==> src/rtl/debug_uart_dumper.sv <==
// Debug-channel dump sequencer: steps the one-hot mux select through all channels,
// latches each 32-bit value and sends "<ch>:<8 hex digits>\r\n" over an 8N1 UART.
module debug_uart_dumper #(
  parameter int unsigned CLKS_PER_BIT = 868,
  parameter int unsigned NUM_CH       = 8
) (
  input  logic        clk,
  input  logic        rst,
  input  logic        start,
  input  logic [31:0] result,
  output logic [7:0]  select,
  output logic        uart_txd,
  output logic        busy,
  output logic        done
);

  localparam int unsigned BW = (CLKS_PER_BIT > 2) ? $clog2(CLKS_PER_BIT) : 1;
  localparam logic [BW-1:0] BAUD_LAST = BW'(CLKS_PER_BIT - 1);
  localparam logic [2:0]    CH_LAST   = 3'(NUM_CH - 1);

  typedef enum logic [2:0] {
    S_IDLE,
    S_SEL,
    S_LATCH,
    S_SEND,
    S_DONE
  } state_t;

  state_t        r_state;
  logic [7:0]    r_select;
  logic          r_txd;
  logic          r_busy;
  logic          r_done;
  logic [2:0]    r_ch;
  logic [31:0]   r_data;
  logic [BW-1:0] r_baud;
  logic [3:0]    r_bit;
  logic [3:0]    r_byte;

  logic [2:0]    w_nidx;
  logic [3:0]    w_nib;
  logic [7:0]    w_byte;

  // ch0 uses the all-zero code; channels 1..7 walk a single one through bits 0..6
  function automatic logic [7:0] sel_code(input logic [2:0] ch);
    return (ch == 3'd0) ? 8'h00 : (8'h01 << (ch - 3'd1));
  endfunction

  // Bytes 2..9 carry nibbles 7..0 of the latched value
  always_comb begin
    w_nidx = 3'(4'd9 - r_byte);
    w_nib  = r_data[{w_nidx, 2'b00} +: 4];
    case (r_byte)
      4'd0:    w_byte = 8'h30 + {5'b0, r_ch};
      4'd1:    w_byte = 8'h3A;
      4'd10:   w_byte = 8'h0D;
      4'd11:   w_byte = 8'h0A;
      default: w_byte = (w_nib < 4'd10) ? (8'h30 + {4'b0, w_nib})
                                        : (8'h37 + {4'b0, w_nib});
    endcase
  end

  always_ff @(posedge clk) begin
    if (rst) begin
      r_state  <= S_IDLE;
      r_select <= 8'h00;
      r_txd    <= 1'b1;
      r_busy   <= 1'b0;
      r_done   <= 1'b0;
      r_ch     <= '0;
      r_data   <= '0;
      r_baud   <= '0;
      r_bit    <= '0;
      r_byte   <= '0;
    end else begin
      r_done <= 1'b0;
      case (r_state)
        S_IDLE: begin
          if (start) begin
            r_state  <= S_SEL;
            r_ch     <= 3'd0;
            r_select <= sel_code(3'd0);
            r_busy   <= 1'b1;
          end
        end
        S_SEL: r_state <= S_LATCH;
        S_LATCH: begin
          r_data  <= result;
          r_txd   <= 1'b0;
          r_baud  <= '0;
          r_bit   <= '0;
          r_byte  <= '0;
          r_state <= S_SEND;
        end
        S_SEND: begin
          if (r_baud == BAUD_LAST) begin
            r_baud <= '0;
            if (r_bit == 4'd9) begin
              if (r_byte == 4'd11) begin
                r_txd <= 1'b1;
                if (r_ch == CH_LAST) begin
                  r_state <= S_DONE;
                  r_done  <= 1'b1;
                  r_busy  <= 1'b0;
                end else begin
                  r_ch     <= 3'(r_ch + 3'd1);
                  r_select <= sel_code(3'(r_ch + 3'd1));
                  r_state  <= S_SEL;
                end
              end else begin
                r_byte <= r_byte + 4'd1;
                r_bit  <= 4'd0;
                r_txd  <= 1'b0;
              end
            end else begin
              // r_bit is the bit just finished; the next one is data bit r_bit or the stop bit
              r_bit <= r_bit + 4'd1;
              r_txd <= (r_bit == 4'd8) ? 1'b1 : w_byte[r_bit[2:0]];
            end
          end else begin
            r_baud <= r_baud + BW'(1);
          end
        end
        S_DONE:  r_state <= S_IDLE;
        default: r_state <= S_IDLE;
      endcase
    end
  end

  assign select   = r_select;
  assign uart_txd = r_txd;
  assign busy     = r_busy;
  assign done     = r_done;

endmodule
==> config.mk <==
export PLATFORM = sky130hd
export DESIGN_NAME = debug_uart_dumper
export DESIGN_NICKNAME = d
export VERILOG_FILES = /design/src/rtl/debug_uart_dumper.sv
export SDC_FILE = /design/constraint.sdc
export NUM_CORES = 1
export LEC_CHECK = 0
export ABC_CLOCK_PERIOD_IN_PS = 4700
export CAP_MARGIN = 10
export CORE_ASPECT_RATIO = 0.7
export CORE_MARGIN = 2
export CORE_UTILIZATION = 50
export CTS_CLUSTER_SIZE = 20
export DETAILED_ROUTE_END_ITERATION = 16
export GPL_ROUTABILITY_DRIVEN = 0
export PLACE_DENSITY = 0.74
export SETUP_SLACK_MARGIN = 0.2
export SLEW_MARGIN = 20
export SYNTH_ARGS = -nofsm -noshare
export SYNTH_HDL_FRONTEND = slang
export SYNTH_SLANG_ARGS = --single-unit
==> constraint.sdc <==
create_clock -name clk -period 4.7 [get_ports clk]
set_input_delay 1.41 -clock clk [delete_from_list [all_inputs] [get_ports clk]]
set_output_delay 1.41 -clock clk [all_outputs]
set_load 0.02 [all_outputs]
Word-level counts from Yosys, hierarchy flattened
Cells that the tools add are included.
{ "op_classes": {"add_sub_neg": 9, "order_cmp": 2, "n_eq_ne": 18, "shift": 2, "n_mux": 45, "bitwise_logic": 4, "n_reduce_logical": 12} }
{ "op_table": {"columns": ["cell", "count"], "rows": [
  ["$mux 8", 6],
  ["$shiftx 32x6->4", 1],
  ["$mux 3", 10],
  ["$pmux 7 s4", 1],
  ["$mux 4", 6],
  ["$pmux 10 s2", 1],
  ["$eq 4x4->1 const B", 4],
  ["$pmux 4 s2", 2],
  ["$pmux 8 s2", 1],
  ["$add 6x4->7 const A", 2],
  ["$ne 2x2->1 const B", 7],
  ["$pmux 3 s4", 1],
  ["$reduce_and 6->1", 2],
  ["$mux 1", 11],
  ["$add 10x1->10 const B", 1],
  ["$eq 10x10->1 const B", 1],
  ["$mux 10", 1],
  ["$add 4x1->4 const B", 2],
  ["$reduce_and 4->1", 2],
  ["$shl 1x3->8 const A", 1],
  ["$add 6x3->7 const A", 1],
  ["$mux 7", 1],
  ["$eq 3x2->1 const B", 2],
  ["$logic_not 3->1", 2],
  ["other kinds (18)", 23]
]} }
{ "totals": {"ff_bits": 67, "inputBits": 35, "out_inout_bits": 11, "elab_cells": 102} }

Depth between registers and ports, before layout
Gate-level depths: netlist of run 1.
{ "depth": {"ltp_word": 11, "ltp_mapped": 10, "depth_no_buf": 9} }

Least setup slack after synthesis of run 1
Ideal clock, no wire load.
{ "synth_timing": {"kind": "register to register", "startpoint": "reg r_byte[1]", "endpoint": "reg r_txd (netlist: uart_txd)", "setup_time_ps": 75, "arrival_ps": 2727, "t_required_ps": 4625, "path_slack_ps": 1898, "path_stages_with_launch": 11, "path_buffers": 1, "period_less_slack_ps": 2802, "path_cell_list": "dfxtp_1 ha_1 buf_6 mux4_1 mux2i_4 ha_1 inv_1 or4b_1 o211ai_2 nand4_1 a22oi_2"} }
{ "synth_via": {"elab_chain_cells": 11, "word_cells_on_any_way": 18, "classes_between": "3 x add/sub; 1 x order compare; 3 x eq/ne; 1 x shift; 9 x mux; 1 x reduce/logical"} }
{ "synth_rtl": {"columns": ["item", "line_no", "rtl"], "rows": [
  ["start: declaration", "38", "logic [3:0] r_byte;"],
  ["start signal: assignment", "111", "r_byte <= r_byte + 4'd1;"],
  ["$sub 1x3->3", "51", "w_nidx = 3'(4'd9 - r_byte);"],
  ["$shiftx 32x6->4", "52", "w_nib = r_data[{w_nidx, 2'b00} +: 4];"],
  ["$add 6x4->7 (tied with other cells)", "59", ": (8'h37 + {4'b0, w_nib});"],
  ["$mux 7", "58", "default: w_byte = (w_nib < 4'd10) ? (8'h30 + {4'b0, w_nib})"],
  ["$pmux 7 s4", "53", "case (r_byte)"],
  ["$bmux 1 s3", "118", "r_txd <= (r_bit == 4'd8) ? 1'b1 : w_byte[r_bit[2:0]];"],
  ["$mux 1 (implied by the code)", "118", null],
  ["$mux 1", "118", null],
  ["$mux 1 *", "98", "if (r_bit == 4'd9) begin"],
  ["$mux 1 *", "96", "if (r_baud == BAUD_LAST) begin"],
  ["$pmux 1 s2 *", "77", "case (r_state)"],
  ["end signal: assignment", "118", null],
  ["end: declaration", "31", "logic r_txd;"]
]} }
Every way passes the cells marked *; elsewhere a longest branch is shown, timed or not. The select of a mux whose other input is x is not followed.
A chain may end at the register's enable or synchronous reset.

Worst setup path in the final report of run 1
Same ends and word-level chain as after synthesis.

==> metrics.md, run 1 <==
| Metric | Value |
|---|---|
| Final WL | `7870 µm` |
| Simple-gate share of the synthesized area | `27.6%` |
| R2R setup slack | `1.54 ns` |
| Clk sink count | `67` |
| Crit path time final | `3.16 ns` |
| FF+latch count, synth | `67` |
| Critical setup path kind | `flop to flop` |
| Post-synthesis xor/xnor area fraction | `0.757%` |
| Max Cap Viol | `0` |
| Final instance area | `4200 µm²` |
| GR Overflow Total | `0` |
| Row cnt | `25` |
| Vias in the first global route | `2771` |
| Wire per inst | `14.1 µm` |
| Crit Path Max Fanout | `7` |
| Sequential Area | `1340 µm²` |
| Final Hold Fails | `0` |
| Top cells by area, synth | `dfxtp_1 (39%), nand2_1 (11%), a21oi_1 (9.1%), ha_1 (4.7%), mux4_1 (3.0%)` |
| I/O Buffers | `45` |
| Setup WS pre-CTS | `1.54 ns` |
| Worst VDD drop | `0.151 mV` |
| Clock buffer depth | `2` |
| Initial antenna violation count | `0` |
| Synth warn | `0` |
| Most frequent cell after synthesis | `nand2_1` |
| DP Area | `3950 µm²` |
| Syn Nets | `476` |
| Worst Hold Launch | `select[0]` |
| Inserted Diodes | `0` |
| Cells after Synth | `428` |
| Top-Level Pins | `46` |
| Worst reg2reg startpoint | `r_byte[1]` |
| Fin nets | `508` |
| Vias/cell | `5.52` |
| Leakage power | `1.45 nW` |
| Die Footprint | `7630 µm²` |
| Root Driver | `clkbuf_8` |
| Vias | `3087` |
| Die Wd | `104 µm` |
| Reg2Reg Capture Point | `uart_txd` |
| Adder and majority gate portion of the synthesized area | `4.69%` |
| Drt pass-1 iters | `4` |
| Die Height | `73.7 µm` |
| Hold path endpoint | `select[0]` |
| Fillers | `601` |
| Crit end category | `flop` |
| Initial Util | `51.6%` |
| Slew Viols, Final | `0` |
| Worst setup SP type | `flop` |
| Reg clk slew, reported paths | `0.08 ns` |
| Post-cts sizing count | `0` |
| Critical Path RT | `4.98 ns` |
| Postcts setup bufs | `0` |
| Clk_skew | `0.00450 ns` |
| Top-area cell type share of the netlist area | `38.6%` |
| Final Power | `1.38 mW` |
| Unique masters post-synth | `54` |
| Outcome | `finished, final reports clean` |
| Fraction of layout cells with a size suffix above 1 | `9.68%` |
| CTS tree | `yes` |
| Post-synth EDFFs | `0` |
| ANT nets after route | `0` |
| Ys flop type | `dfxtp_1` |
| Achievable Freq | `0.317 GHz` |
| Synth cell count leaders | `nand2_1 (99), dfxtp_1 (67), a21oi_1 (63)` |
| Cell Pwr Density | `329 nW/µm²` |
| Worst Path Arrival | `3.44 ns` |
| Skew-Pair Late Insertion Delay | `0.35 ns` |
| Cell area after synthesis | `3470 µm²` |
| Largest family of logic cells by synthesized area | `simple AND/OR/NAND/NOR gates` |
| RSZ-0062 raised after global routing | `no` |
| Pin count of the biggest net entering global routing | `45` |
| Worst slew pin tran | `0.885 ns` |
| Final setup violation count | `0` |
| Multi-input gate area | `2000 µm²` |
| Hold_buf cts | `0` |
| Mux cell area share after synthesis | `9.01%` |
| Worst Hold Depth | `2` |
| DRT iter0 DRCs | `169` |
| Post-synth top area cell | `dfxtp_1` |
| Async SR Flop Fraction | `0%` |
| Max H-tree Level | `3` |
| CORE AREA | `6730 µm²` |
| Detailed Place HPWL | `5490 µm` |
| Post-synthesis compound-gate area fraction | `15.3%` |
| First-pass GRT wire length | `13100 µm` |
| Worst reg-to-reg path cell count | `9` |
| Setup TNS | `0 ns` |
| Num CTS Buffers | `9` |
| DRC | `0` |
| Headroom to the max-slew limit | `40.6%` |
| P&R area growth vs syn | `21.0%` |
| Sequential fraction of the synthesis area | `38.6%` |
| Aggregate global-route resource usage | `21.4%` |
| Avg Inst Size Synth | `8.11 µm²` |
| Final Cycle Share | `67.2%` |
| Worst setup margin | `1.54 ns` |
| Tightest Hold Check Type | `flop to flop` |
worst max-delay path by stage:
| stage | startpoint | to | slack [ns] | cells after the start |
|---|---|---|---|---|
| floorplan | r_byte[1] | uart_txd | 1.90 | 10 |
| global placement | r_byte[1] | uart_txd | 1.69 | 9 |
| detailed placement | r_byte[1] | uart_txd | 1.54 | 9 |
| CTS | r_byte[1] | uart_txd | 1.51 | 9 |
| global route | r_byte[1] | uart_txd | 1.31 | 9 |
| finish | r_byte[1] | uart_txd | 1.54 | 9 |
placed cells by master (no fill, tap or decap), types with 2 or more instances in the layout:
master and count:
or3_1 4, clkdlybuf4s50_1 44, xor2_1 2, buf_4 4
nand4_1 5, o21ai_0 14, a31oi_1 2, or3b_2 2
dfxtp_1 67, inv_6 2, nor2_1 27, and3_1 5
nor3_1 12, bufinv_16 3, nor3b_1 4, or2_2 7
and2_1 2, mux4_1 4, nand2b_1 5, mux2_2 2
nand3b_1 6, nand2_1 99, mux4_2 4, mux2i_1 5
clkbuf_8 9, inv_1 5, ha_1 13, mux2i_4 2
nor4_1 4, nor2b_1 2, nand3_1 5, a21oi_1 63
a211oi_1 3
worst max-delay path, cell delays in order (launching register included):
cell and delay [ns]:
dfxtp_1 0.41, ha_1 0.54, mux4_1 0.65, mux2i_4 0.24, ha_1 0.27, inv_1 0.06
or4b_1 0.55, o211ai_2 0.15, nand4_1 0.11, a22oi_2 0.12
stage by stage:
step / hold slack, ns / instances / util, %
floorplan: 0.432 / 428 / -
global placement: 0.438 / 543 / 58.7
detailed placement: 0.445 / 543 / 58.7
CTS: 0.455 / 559 / 62.4
global route: 0.480 / 559 / 62.5
finish: 0.452 / 559 / 62.5
state kept, by name, summed over array words and instances, names as in the netlist:
name	count
done	1
r_byte	4
r_data	32
busy	1
r_state	3
r_baud	10
select	8
uart_txd	1
r_bit	4
r_ch	3
per-layer routing:
metal / GRT usage [%] / vias to the layer above / part of all wire (%)
met1: 29.8 / 1448 / 49
met3: 5.15 / 8 / 5.8
met4: 6.76 / 0 / 1.0
li1: - / 1559 / -
met5: 0 / - / 0
met2: 33.4 / 72 / 44
report_power, final:
part,internal (mW),switching [mW]
clock network,0.357,0.235
registers,0.591,0.0234
logic,0.0806,0.0959
kinds of logic after synthesis:
kind of cell / Yosys count
xor gates and xnor gates: 3
adders and majority gates: 13
AOI/OAI and AO/OA: 94
DFF: 67
muxes: 17
buffers and inverters: 34
and+or+nand+nor: 200
cell type report:
class	count	share of cell area [%]
Inverter	6	0.536
Tap cell	94	2.80
Multi-Input combinational cell	327	47.5
Sequential cell	67	31.9
Clock buffer	9	2.95
Timing Repair Buffer	49	11.3
Clock inverter	7	2.95
Power figures use the tool's default switching activity.
==> run 2: changes to the inputs <==
- ABC_CLOCK_PERIOD_IN_PS: 4700 -> 3100
- clock period: 4.7 -> 3.1 ns (I/O delays scaled with it)
==> run 2 against run 1 <==
  * Fmax grew 14%
  * Register-to-register slack lost 1.2 ns
  * Flip-flop and latch count unchanged
  * Cell area up 0.66%
  * Utilization rose by 0.41 points
  * Routed wire length is 0.52% higher
  * Sequential power up 51%
  * Global-route usage is 0.28 points lower
  * Hold slack about the same
  * Critical endpoint unchanged
  * Highest routed layer unchanged
==> metrics.md, run 2 (synthesized netlist as in run 1, its figures left out) <==
| Metric | Value |
|---|---|
| Sequential Area | `1340 µm² (about the same)` |
| Tightest Hold Check Type | `flop to flop (unchanged)` |
| Worst setup SP type | `flop (unchanged)` |
| Drt pass-1 iters | `4 (unchanged)` |
| Die Height | `73.7 µm (unchanged)` |
| Achievable Freq | `0.360 GHz (was 0.317 GHz)` |
| Logic pwr share | `14.3% (was 12.8%)` |
| Seq pwr share | `47.4% (was 44.5%)` |
| Top-Level Pins | `46 (unchanged)` |
| Worst VDD drop | `0.288 mV (was 0.151 mV)` |
| DRT iter0 DRCs | `133 (was 169)` |
| Final setup violation count | `0 (unchanged)` |
| Final instance area | `4230 µm² (was 4200 µm²)` |
| Root Driver | `clkbuf_8 (unchanged)` |
| Headroom to the max-slew limit | `66.3% (was 40.6%)` |
| Leakage power | `1.46 nW (was 1.45 nW)` |
| Hold path endpoint | `select[6] (was select[0])` |
| Die Footprint | `7630 µm² (unchanged)` |
| Crit end category | `flop (unchanged)` |
| Initial Util | `51.6% (unchanged)` |
| Wire per inst | `14.0 µm (was 14.1 µm)` |
| Internal power | `1.41 mW (was 1.03 mW)` |
| Final Hold Fails | `0 (unchanged)` |
| Final WL | `7910 µm (was 7870 µm)` |
| Critical Path RT | `3.37 ns (was 4.98 ns)` |
| Post-layout util | `62.9% (was 62.5%)` |
| Pin count of the biggest net entering global routing | `47 (was 45)` |
| Worst Hold Depth | `2 (unchanged)` |
| I/O Buffers | `45 (unchanged)` |
| Reg2Reg Capture Point | `uart_txd (unchanged)` |
| Worst reg2reg startpoint | `r_byte[1] (unchanged)` |
| Final Cycle Share | `89.6% (was 67.2%)` |
| Worst slew pin tran | `0.505 ns (was 0.885 ns)` |
| ANT nets after route | `0 (unchanged)` |
| Inserted Diodes | `0 (unchanged)` |
| Crit Path Max Fanout | `6 (was 7)` |
| Worst Path Arrival | `3.05 ns (was 3.44 ns)` |
| Power share of the clock group | `38.3% (was 42.8%)` |
| Clk_skew | `0.00699 ns (was 0.00450 ns)` |
| Crit path time final | `2.78 ns (was 3.16 ns)` |
| Worst Hold Launch | `select[6] (was select[0])` |
| Fillers | `600 (was 601)` |
| Aggregate global-route resource usage | `21.2% (was 21.4%)` |
| Num CTS Buffers | `9 (unchanged)` |
| Reg clk slew, reported paths | `0.08 ns (about the same)` |
| Cell Pwr Density | `464 nW/µm² (was 329 nW/µm²)` |
| Initial antenna violation count | `0 (unchanged)` |
| Sw Ratio | `28.1% (was 25.6%)` |
| Row cnt | `25 (unchanged)` |
| Fraction of layout cells with a size suffix above 1 | `11.3% (was 9.68%)` |
| CORE AREA | `6730 µm² (unchanged)` |
| DRC | `0 (unchanged)` |
| Largest register by flop count | `r_data (unchanged)` |
| Setup crit start | `r_byte[1] (unchanged)` |
| First-pass GRT wire length | `12800 µm (was 13100 µm)` |
| Skew-Pair Late Insertion Delay | `0.35 ns (about the same)` |
| Sw Pwr | `552 µW (was 354 µW)` |
| GR Overflow Total | `0 (unchanged)` |
| Final non-filler cell total | `565 (was 559)` |
| Vias/cell | `5.44 (was 5.52)` |
| Worst reg-to-reg path cell count | `9 (unchanged)` |
| Commonest non-fill, non-tap cell in the layout | `nand2_1 (unchanged)` |
| Setup TNS | `0 ns (unchanged)` |
| CTS tree | `yes (unchanged)` |
| Critical setup path kind | `flop to flop (unchanged)` |
| P&R area growth vs syn | `21.8% (was 21.0%)` |
| Max Cap Viol | `0 (unchanged)` |
| DP Area | `3990 µm² (was 3950 µm²)` |
| Outcome | `finished, final reports clean (unchanged)` |
| Clock buffer depth | `2 (unchanged)` |
| Vias in the first global route | `2660 (was 2771)` |
| Die Wd | `104 µm (unchanged)` |
| Commonest non-fill, non-tap cells in the layout | `nand2_1 (99), dfxtp_1 (66), a21oi_1 (63), clkdlybuf4s50_1 (44), nor2_1 (27) (was nand2_1 (99), dfxtp_1 (67), a21oi_1 (63), clkdlybuf4s50_1 (44), nor2_1 (27))` |
| Placed instance count | `548 (was 543)` |
| Hold_buf cts | `0 (unchanged)` |
| RSZ-0062 raised after global routing | `no (unchanged)` |
| Number of flip-flops in the largest register | `32 (unchanged)` |
| Slew Viols, Final | `0 (unchanged)` |
| Vias | `3074 (was 3087)` |
| Max H-tree Level | `3 (unchanged)` |
| Min Hold Slack | `0.452 ns (about the same)` |
| R2R setup slack | `0.32 ns (was 1.54 ns)` |
| Detailed Place HPWL | `5590 µm (was 5490 µm)` |
| Multi-input gate area | `2020 µm² (was 2000 µm²)` |
| Fin nets | `514 (was 508)` |
| Clk sink count | `67 (unchanged)` |
-- run 2: worst max-delay path by stage --
stage / to / slack (ns) / cells past startpoint
global placement: uart_txd / 0.24 / 9
global route: uart_txd / 0.21 / 9
floorplan: uart_txd / 0.30 / 10
CTS: uart_txd / 0.22 / 9
detailed placement: uart_txd / 0.13 / 9
finish: uart_txd / 0.32 / 9
-- run 2: layout make-up --
type	count	area share [%]
Clock inverter	7	1.95
Timing Repair Buffer	55	12.3
Inverter	6	0.533
Clock buffer	9	2.93
Sequential cell	67	31.8
Tap cell	94	2.78
Multi-Input combinational cell	327	47.7
-- run 2: stage by stage --
stage | power [mW] | setup slack (ns)
3_3_place_gp | 1.22 | 0.243
4_1_cts | 1.98 | 0.219
2_1_floorplan | 1.12 | 0.298
5_1_grt | 2.05 | 0.206
3_5_place_dp | 1.22 | 0.125
6_report | 1.96 | 0.323
-- run 2: what timing repair did --
action,4_1_cts,5_1_grt
endpoints found under the setup margin,1,1
gates resized for setup,3,2
buffers inserted,0,1
endpoints found under the hold margin,0,0
-- run 2: worst max-delay path: stages, from the launching register on --
cell      delay (ns)
dfxtp_1         0.39
buf_4           0.20
mux4_2          0.53
mux2i_1         0.39
ha_4            0.22
inv_1           0.04
or4b_1          0.54
o211ai_2        0.15
nand4_1         0.11
a22oi_2         0.12
-- run 2: per-layer routing --
layer  track usage, %  wire length [µm]
met5                0                 0
met4             6.91                95
met3             6.57               484
met2             30.7              3330
met1             30.0              4000
-- run 2: power groups by stage --
stage	Combinational (mW)	Clock, mW	Sequential (mW)
final	0.280	0.753	0.930
after floorplan	0.179	0	0.938
after global placement	0.267	0	0.948
after detailed placement	0.274	0	0.949
after global routing	0.313	0.801	0.935
after CTS	0.277	0.771	0.929
==> run 3: changes to the inputs <==
- ABC_CLOCK_PERIOD_IN_PS: 3100 -> 3300
- CTS_BUF_LIST: not set -> sky130_fd_sc_hd__clkbuf_8
- TNS_END_PERCENT: not set -> 100
- clock period: 3.1 -> 3.3 ns (I/O delays scaled with it)
==> run 3 against run 2 <==
  * Flip-flop and latch count stayed put
  * Largest power group unchanged
  * Cell area is essentially flat
  * Clock power is 2% higher
  * Hold slack gained 0.0021 ns
  * Highest routed layer unchanged
  * Die area unchanged
  * Largest cell class unchanged
  * Routed wire length decreased by 0.67%
==> metrics.md, run 3 (synthesized netlist as in run 1, its figures left out) <==
| Metric | Value |
|---|---|
| CTS tree | `yes (unchanged)` |
| Worst setup SP type | `flop (unchanged)` |
| Fin nets | `512 (was 514)` |
| Final Cycle Share | `88.5% (was 89.6%)` |
| Setup WS pre-CTS | `0.318 ns (was 0.125 ns)` |
| Headroom to the max-slew limit | `53.1% (was 66.3%)` |
| Drt pass-1 iters | `4 (unchanged)` |
| Max Cap Viol | `0 (unchanged)` |
| Vias | `3088 (was 3074)` |
| CORE AREA | `6730 µm² (unchanged)` |
| Crit-path cells | `ha_4 > mux4_1 > mux2i_4 > ha_1 > inv_1 > or4b_1 > o211ai_2 > nand4_1 > a22oi_2 (was buf_4 > mux4_2 > mux2i_1 > ha_4 > inv_1 > or4b_1 > o211ai_2 > nand4_1 > a22oi_2)` |
| Number of flip-flops in the largest register | `32 (unchanged)` |
| Max incr delay on CP | `0.60 ns (was 0.54 ns)` |
| First-pass GRT wire length | `13100 µm (was 12800 µm)` |
| Outcome | `finished, final reports clean (unchanged)` |
| DRC | `0 (unchanged)` |
| Fillers | `593 (was 600)` |
| Worst setup margin | `0.379 ns (was 0.323 ns)` |
| Setup TNS | `0 ns (unchanged)` |
| Fraction of layout cells with a size suffix above 1 | `10.7% (was 11.3%)` |
| Sequential Area | `1340 µm² (about the same)` |
| Tightest Hold Check Type | `flop to flop (unchanged)` |
| Initial Util | `51.6% (unchanged)` |
| Crit end category | `flop (unchanged)` |
| Clk sink count | `67 (unchanged)` |
| Inserted Diodes | `0 (unchanged)` |
| Worst reg-to-reg path cell count | `9 (unchanged)` |
| CP max stage cell | `mux4_1 (was or4b_1)` |
| Worst Hold Depth | `2 (unchanged)` |
| Skew-Pair Late Insertion Delay | `0.36 ns (was 0.35 ns)` |
| Row cnt | `25 (unchanged)` |
| Clk_skew | `0.00974 ns (was 0.00699 ns)` |
| Commonest non-fill, non-tap cells in the layout | `nand2_1 (99), dfxtp_1 (67), a21oi_1 (63), clkdlybuf4s50_1 (44), nor2_1 (27) (was nand2_1 (99), dfxtp_1 (66), a21oi_1 (63), clkdlybuf4s50_1 (44), nor2_1 (27))` |
| Initial antenna violation count | `0 (unchanged)` |
| Hold_buf cts | `0 (unchanged)` |
| Max H-tree Level | `3 (unchanged)` |
| Crit path time final | `2.92 ns (was 2.78 ns)` |
| Final setup violation count | `0 (unchanged)` |
| Final Hold Fails | `0 (unchanged)` |
| Multi-input gate area | `2010 µm² (was 2020 µm²)` |
| Vias/cell | `5.48 (was 5.44)` |
| Worst Path Arrival | `3.21 ns (was 3.05 ns)` |
| Reg clk slew, reported paths | `0.08 ns (about the same)` |
| Achievable Freq | `0.342 GHz (was 0.360 GHz)` |
| Critical Path RT | `3.59 ns (was 3.37 ns)` |
| I/O Buffers | `45 (unchanged)` |
| ANT nets after route | `0 (unchanged)` |
| Final Power | `1.90 mW (was 1.96 mW)` |
| DRT iter0 DRCs | `170 (was 133)` |
| Clock buffer depth | `2 (unchanged)` |
| Aggregate global-route resource usage | `21.7% (was 21.2%)` |
| Die Wd | `104 µm (unchanged)` |
| GR Overflow Total | `0 (unchanged)` |
| Die Footprint | `7630 µm² (unchanged)` |
| Critical setup path kind | `flop to flop (unchanged)` |
| Cell Pwr Density | `450 nW/µm² (was 464 nW/µm²)` |
| P&R area growth vs syn | `21.7% (was 21.8%)` |
| Leakage power | `1.45 nW (was 1.46 nW)` |
| Root Driver | `clkbuf_8 (unchanged)` |
| Pin count of the biggest net entering global routing | `44 (was 47)` |
| Worst VDD drop | `0.237 mV (was 0.288 mV)` |
| Wire per inst | `14.0 µm (about the same)` |
| Die Height | `73.7 µm (unchanged)` |
| Vias in the first global route | `2748 (was 2660)` |
| Num CTS Buffers | `9 (unchanged)` |
| Detailed Place HPWL | `5600 µm (was 5590 µm)` |
| Final WL | `7850 µm (was 7910 µm)` |
| Largest register by flop count | `r_data (unchanged)` |
| Slew Viols, Final | `0 (unchanged)` |
| Top-Level Pins | `46 (unchanged)` |
| Worst slew pin tran | `0.704 ns (was 0.505 ns)` |
| Crit Path Max Fanout | `7 (was 6)` |
| Min Hold Slack | `0.454 ns (was 0.452 ns)` |
| RSZ-0062 raised after global routing | `no (unchanged)` |
| Commonest non-fill, non-tap cell in the layout | `nand2_1 (unchanged)` |
[run 3: cell types whose count changed in the layout (fill, tap and decap cells not counted), sizes merged]
cell,change
buf,-2
clkinvlp,+2
inv,-2
bufinv,+1
clkinv,-1
[run 3: stage by stage]
stage,cells,util [%],instance area [µm²]
after detailed placement,547,59.2,3980
after global placement,547,59.2,3980
after floorplan,428,-,3470
after global routing,563,62.8,4220
final,563,62.8,4220
after CTS,563,62.5,4210
[run 3: worst paths after layout]
kind | slack, ns | from | end
setup / recovery | 0.38 | r_byte[1] | uart_txd
hold / removal | 0.45 | select[0] | select[0]
setup reg to reg | 0.38 | r_byte[1] | uart_txd
hold reg to reg | 0.45 | select[0] | select[0]
[run 3: layout make-up]
cell class | count | share of cell area, %
inverter | 6 | 0.533
clock inverter | 7 | 2.40
tap | 94 | 2.78
timing repair buffer | 53 | 12.0
sequential | 67 | 31.8
clock buffer | 9 | 2.93
multi-input combinational | 327 | 47.6
[run 3: critical path, delay by kind of cell (launching register included)]
kind                       cells  cell delay [ns]
muxes                          2             0.84
adders and majority gates      2             0.48
and+or+nand+nor                2             0.64
buffers and inverters          1             0.06
AOI/OAI and AO/OA              2             0.27
DFF                            1             0.55
[run 3: per-layer routing]
layer  wire length (µm)  vias to the layer above  GRT usage [%]
met5                  0                        -              0
met4                117                        0           8.71
met3                367                       12           4.97
met2               3330                       60           31.2
met1               4040                     1440           31.7
li1                   -                     1576              -
[run 3: what timing repair did]
item / CTS / global route
setup buffers: 0 / 0
endpoints found under the setup margin: 0 / 1
resized for setup: 0 / 2
[run 3: power by group]
part / internal (mW) / leakage (nW) / switching, mW
registers: 0.842 / 0.544 / 0.0326
clock network: 0.430 / 0.106 / 0.339
logic: 0.119 / 0.801 / 0.138
total: 1.39 / 1.45 / 0.510
